`config.mk`:
```
export PLATFORM = sky130hd
export DESIGN_NAME = alu_op_sequencer_flat
export DESIGN_NICKNAME = d
export VERILOG_FILES = /design/src/rtl/alu_op_sequencer_pkg.sv /design/src/rtl/alu_op_sequencer_if.sv /design/src/rtl/alu_op_sequencer.sv /design/src/flat_wrapper.sv
export SDC_FILE = /design/constraint.sdc
export NUM_CORES = 1
export LEC_CHECK = 0
export ABC_AREA = 1
export ABC_CLOCK_PERIOD_IN_PS = 3300
export CORE_AREA = 5 5 61 63
export DETAILED_ROUTE_END_ITERATION = 16
export DIE_AREA = 0 0 66 68
export PLACE_DENSITY_LB_ADDON = 0.15
export SYNTH_ARGS = -nofsm -noshare
export SYNTH_HDL_FRONTEND = slang
export SYNTH_SLANG_ARGS = --single-unit
```
`constraint.sdc`:
```
create_clock -name clk -period 3.3 [get_ports clk]
set_input_delay 0.66 -clock clk [delete_from_list [all_inputs] [get_ports clk]]
set_output_delay 0.66 -clock clk [all_outputs]
set_load 0.01 [all_outputs]
```
`src/rtl/alu_op_sequencer_pkg.sv`:
```
// alu_op_sequencer_pkg: op codes and FSM states shared by the ALU sequencer
package alu_op_sequencer_pkg;
    typedef enum logic [3:0] {
        ALU_OP_NONE   = 4'b0000,
        GET_WORD_IN   = 4'b0001,
        MUX_WORD_OUT  = 4'b0010,
        LAST_WORD_OUT = 4'b0100
    } alu_op_t;
    typedef enum logic [1:0] {IDLE, GET, MUX, LAST} seq_state_t;
endpackage

```
`src/rtl/alu_op_sequencer_if.sv`:
```
// alu_op_sequencer_if: job, word-stream and datapath-op signals of the sequencer
interface alu_op_sequencer_if import alu_op_sequencer_pkg::*; #(parameter int CW = 8);
    logic          start;
    logic          abort;
    logic [CW-1:0] in_count;
    logic [CW-1:0] out_count;
    logic          in_valid;
    logic          in_ready;
    logic          out_valid;
    logic          out_ready;
    logic          out_last;
    alu_op_t       alu_op;
    logic          busy;
    logic          done;
    modport master (
        output start, abort, in_count, out_count, in_valid, out_ready,
        input  in_ready, out_valid, out_last, alu_op, busy, done
    );
    modport slave (
        input  start, abort, in_count, out_count, in_valid, out_ready,
        output in_ready, out_valid, out_last, alu_op, busy, done
    );
endinterface

```
`src/rtl/alu_op_sequencer.sv`:
```
// alu_op_sequencer: sequences word-serial ALU ops (get words, mux words, last word) per job
module alu_op_sequencer import alu_op_sequencer_pkg::*; #(
    parameter int CW = 8
) (
    input logic               clk,
    input logic               reset,
    alu_op_sequencer_if.slave bus
);
    seq_state_t    state;
    logic [CW-1:0] in_rem;
    logic [CW-1:0] out_rem;
    assign bus.in_ready  = state == GET;
    assign bus.out_valid = state == MUX || state == LAST;
    assign bus.out_last  = state == LAST;
    assign bus.busy      = state != IDLE;
    // FSM, word counters and the one-cycle-delayed op/done outputs
    always_ff @(posedge clk or posedge reset) begin
        if (reset) begin
            state      <= IDLE;
            in_rem     <= '0;
            out_rem    <= '0;
            bus.alu_op <= ALU_OP_NONE;
            bus.done   <= 1'b0;
        end else begin
            bus.alu_op <= ALU_OP_NONE;
            bus.done   <= 1'b0;
            if (state != IDLE && bus.abort) begin
                state   <= IDLE;
                in_rem  <= '0;
                out_rem <= '0;
            end else begin
                case (state)
                    IDLE: if (bus.start) begin
                        in_rem  <= bus.in_count;
                        out_rem <= (bus.out_count == '0) ? CW'(1) : bus.out_count;
                        state   <= (bus.in_count != '0) ? GET :
                                   (bus.out_count > CW'(1)) ? MUX : LAST;
                    end
                    GET: if (bus.in_valid) begin
                        in_rem     <= in_rem - CW'(1);
                        bus.alu_op <= GET_WORD_IN;
                        if (in_rem == CW'(1)) state <= (out_rem > CW'(1)) ? MUX : LAST;
                    end
                    MUX: if (bus.out_ready) begin
                        out_rem    <= out_rem - CW'(1);
                        bus.alu_op <= MUX_WORD_OUT;
                        if (out_rem == CW'(2)) state <= LAST;
                    end
                    LAST: if (bus.out_ready) begin
                        out_rem    <= '0;
                        bus.alu_op <= LAST_WORD_OUT;
                        bus.done   <= 1'b1;
                        state      <= IDLE;
                    end
                endcase
            end
        end
    end
endmodule

```
`src/flat_wrapper.sv`:
```
// flat-port wrapper written by rule: the top's interface ports become plain ports
module alu_op_sequencer_flat import alu_op_sequencer_pkg::*;
#(
    parameter int CW = 8
)
  (clk, reset, bus_start, bus_abort, bus_in_count, bus_out_count, bus_in_valid, bus_out_ready, bus_in_ready, bus_out_valid, bus_out_last, bus_alu_op, bus_busy, bus_done);
  alu_op_sequencer_if #(.CW(CW)) bus_i ();
  input logic clk;
  input logic reset;
  input wire logic [$bits(bus_i.start)-1:0] bus_start;
  input wire logic [$bits(bus_i.abort)-1:0] bus_abort;
  input wire logic [$bits(bus_i.in_count)-1:0] bus_in_count;
  input wire logic [$bits(bus_i.out_count)-1:0] bus_out_count;
  input wire logic [$bits(bus_i.in_valid)-1:0] bus_in_valid;
  input wire logic [$bits(bus_i.out_ready)-1:0] bus_out_ready;
  output wire logic [$bits(bus_i.in_ready)-1:0] bus_in_ready;
  output wire logic [$bits(bus_i.out_valid)-1:0] bus_out_valid;
  output wire logic [$bits(bus_i.out_last)-1:0] bus_out_last;
  output wire logic [$bits(bus_i.alu_op)-1:0] bus_alu_op;
  output wire logic [$bits(bus_i.busy)-1:0] bus_busy;
  output wire logic [$bits(bus_i.done)-1:0] bus_done;
  assign bus_i.start = bus_start;
  assign bus_i.abort = bus_abort;
  assign bus_i.in_count = bus_in_count;
  assign bus_i.out_count = bus_out_count;
  assign bus_i.in_valid = bus_in_valid;
  assign bus_i.out_ready = bus_out_ready;
  assign bus_in_ready = bus_i.in_ready;
  assign bus_out_valid = bus_i.out_valid;
  assign bus_out_last = bus_i.out_last;
  assign bus_alu_op = bus_i.alu_op;
  assign bus_busy = bus_i.busy;
  assign bus_done = bus_i.done;
  alu_op_sequencer #(.CW(CW)) u_core (.clk(clk), .reset(reset), .bus(bus_i));
endmodule
```
==> flow_summary.ini <==
[yosys]
syn-cell-area_sq_um = 1640
synth_most_common_cell = nand2_1
synth_edf_count = 0
synth_ff_type = dfrtp_1
postSynthCellCount = 253
ys_top_cells_by_count = 70 x nand2_1, 37 x inv_1, 32 x nor2_1
ys_async_sr_fraction_pct = 100
yosysTopAreaCell = dfrtp_1
synth-seq-cells = 21
ys_top_cells_by_area = dfrtp_1 32%, nand2_1 16%, inv_1 8.5%
synth_seq_area_share_pct = 32.0
synth_top_area_share_pct = 32.0
syn-num-nets = 284
synth.avg_cell_area_sq_um = 6.49
synth.distinct_cells = 26
ys_warn_count = 0

[pwr]
ir_drop_v = 0.000420
p_per_area_nw_per_um2 = 839
leakage_nw = 1.01

[timing]
fin_setup_tns_ps = 0
hold_viol = 0
fin_crit_sh_pct = 86.9
timing.fmax_ghz = 0.349
worstMarginPinSlew_ps = 818
period_minus_slack_ps = 2870
rsz0062_at_grt = false
slew_viol_final = 0
slew_headroom_pct = 45.4
skew_ps = 6.79
finalSetupViolations = 0

[critical_path]
timing.rr.end = u_core.out_rem[0]$_DFFE_PP0P_
critPathArrivalTime_ps = 2210
cp_cell_sequence = inv_1, ha_1, nor2_4, inv_1, clkdlybuf4s50_1
cp_data_required_time_ps = 2640
worst-setup-path-type = flop to output pin
worst_path_largest_cell_delay_ps = 600
r2r_cells = 9
crit_path_start_kind = flop
worst_path_max_delay_cell = clkdlybuf4s50_1
cp_max_fo = 11
reg2reg_from = u_core.state[0]$_DFFE_PP0P_
startpoint = u_core.state[0]$_DFFE_PP0P_
rrSetupSlack_ps = 1350
cp_common_cell = inv_1
cp-end-kind = output pin

[grt]
antenna_found_initial = 0
grt_pass1_vias = 1648
grt_util_all_layers_pct = 19.2
grt_start_max_net_pins = 22
grt.overflow.total = 0
grt_pass1_wl_microns = 6760

[placed_design]
post-dp-hpwl_microns = 3110
post_dp_cell_area_sq_um = 1960
port_buffers = 29
place.gp.congestion = 0.850

[clock_tree]
cts_hold_buf = 0
cts.sinks = 21
cts_max_path_buffers = 2
clock_latency_ps = 310
root_buffer = clkbuf_4
cts.clk_slew.worst_paths_ps = 120
ctsHtreeMaxLevel = 1
numCtsBuffers = 3
cts_tree = yes
cts_setup_buffers = 0
ctsResizeCount = 0

[floorplan]
die_height_microns = 68
ios = 31
die_w_microns = 66
coreArea_sq_um = 3180
row_count = 21
dieArea_sq_um = 4490
initial_core_util_pct = 51.6

[flow_run]
cap_violations = 0

[cells_and_area]
antenna_cells = 0
syn2layout_area_growth_pct = 21.0
finalInstanceArea_sq_um = 1990
nets = 314
drive_above_1_share_pct = 7.09
fin_util_pct = 62.5

[run_status]
status = completed

[route]
final_antenna_net_count = 0
drt_pass1_iterations = 4
vias = 1675
via_per_inst = 5.11
avgRoutedWirePerCell_microns = 11.9
drt-initial-drc-count = 87
wirelength_microns = 3920
drc = 0

[min_path]
hold_path_class = flop to flop
hold_start = u_core.in_rem[6]$_DFFE_PP0P_
whs_path_depth = 2
holdPathEnd = u_core.in_rem[6]$_DFFE_PP0P_
-- through the flow --
step | hold WS (ps) | power [mW] | setup WS (ps) | std cells
CTS | 548 | 1.67 | 445 | 328
global route | 586 | 1.87 | 301 | 328
floorplan | 489 | 1.26 | 1520 | 253
finish | 541 | 1.67 | 433 | 328
detailed placement | 518 | 1.54 | 812 | 324
global placement | 514 | 1.52 | 815 | 324
-- metal layers --
metal / track usage (%) / share of wire, % / up-vias
li1: - / - / 852
met1: 23.2 / 44 / 759
met2: 34.9 / 49 / 54
met3: 1.97 / 4.8 / 10
met4: 7.61 / 2.1 / 0
met5: 0 / 0 / -
-- cells in the final DEF, fill, tap and decap left out, types with 2 or more instances in the layout --
master,netlist,routed
clkdlybuf4s50_1,0,29
inv_2,6,6
inv_1,37,37
a21oi_1,4,4
o21ai_1,9,9
ha_1,9,9
o21ai_0,17,17
clkbuf_4,0,3
nand3_2,4,4
nand2_2,2,2
o22ai_1,3,3
nand3_1,23,23
nor2_1,32,32
dfrtp_1,21,21
nor3_1,2,2
nand2_1,70,70
-- power breakdown --
group | internal [mW] | switching, mW
sequential | 0.365 | 0.0841
clock | 0.0471 | 0.0811
combinational | 0.387 | 0.703
-- worst max-delay path, delay by kind of cell (launching register included) --
family                   cells  cell delay [ps]
AND/OR/NAND/NOR              1               80
flip-flops                   1              450
adder cells (fa/ha/maj)      1              410
buffers and inverters        3              970
-- area by class of cell --
cell class	instances	area (sq um)
flip-flops and latches	21	526
multi-input cells	184	918
well taps	46	57.6
clock buffers	4	26.3
fillers	310	1190
repair buffers	30	298
inverters	43	161
-- sequential cells by signal (all words and copies together) (netlist names) --
| signal | cells |
|---|---|
| u_core.in_rem | 8 |
| u_core.out_rem | 8 |
| u_core.bus.alu_op | 3 |
| u_core.state | 2 |
-- worst max path at each step --
stage | end | slack, ps | depth (start not counted)
2_1_floorplan | bus_out_valid | 1520 | 6
3_3_place_gp | bus_out_valid | 820 | 5
3_5_place_dp | bus_out_valid | 810 | 5
4_1_cts | bus_out_valid | 450 | 5
5_1_grt | bus_out_valid | 300 | 5
6_report | bus_out_valid | 430 | 5
-- kinds of logic after synthesis --
kind of cell | count (synthesis) | share of synthesized area [%]
xor gates and xnor gates | 1 | 0.534
AOI/OAI and AO/OA | 35 | 11.6
adders and majority gates | 9 | 6.86
other | 1 | 0.228
buffers and inverters | 48 | 12.0
and+or+nand+nor | 138 | 36.7
DFF | 21 | 32.0
Power figures use the tool's default switching activity.
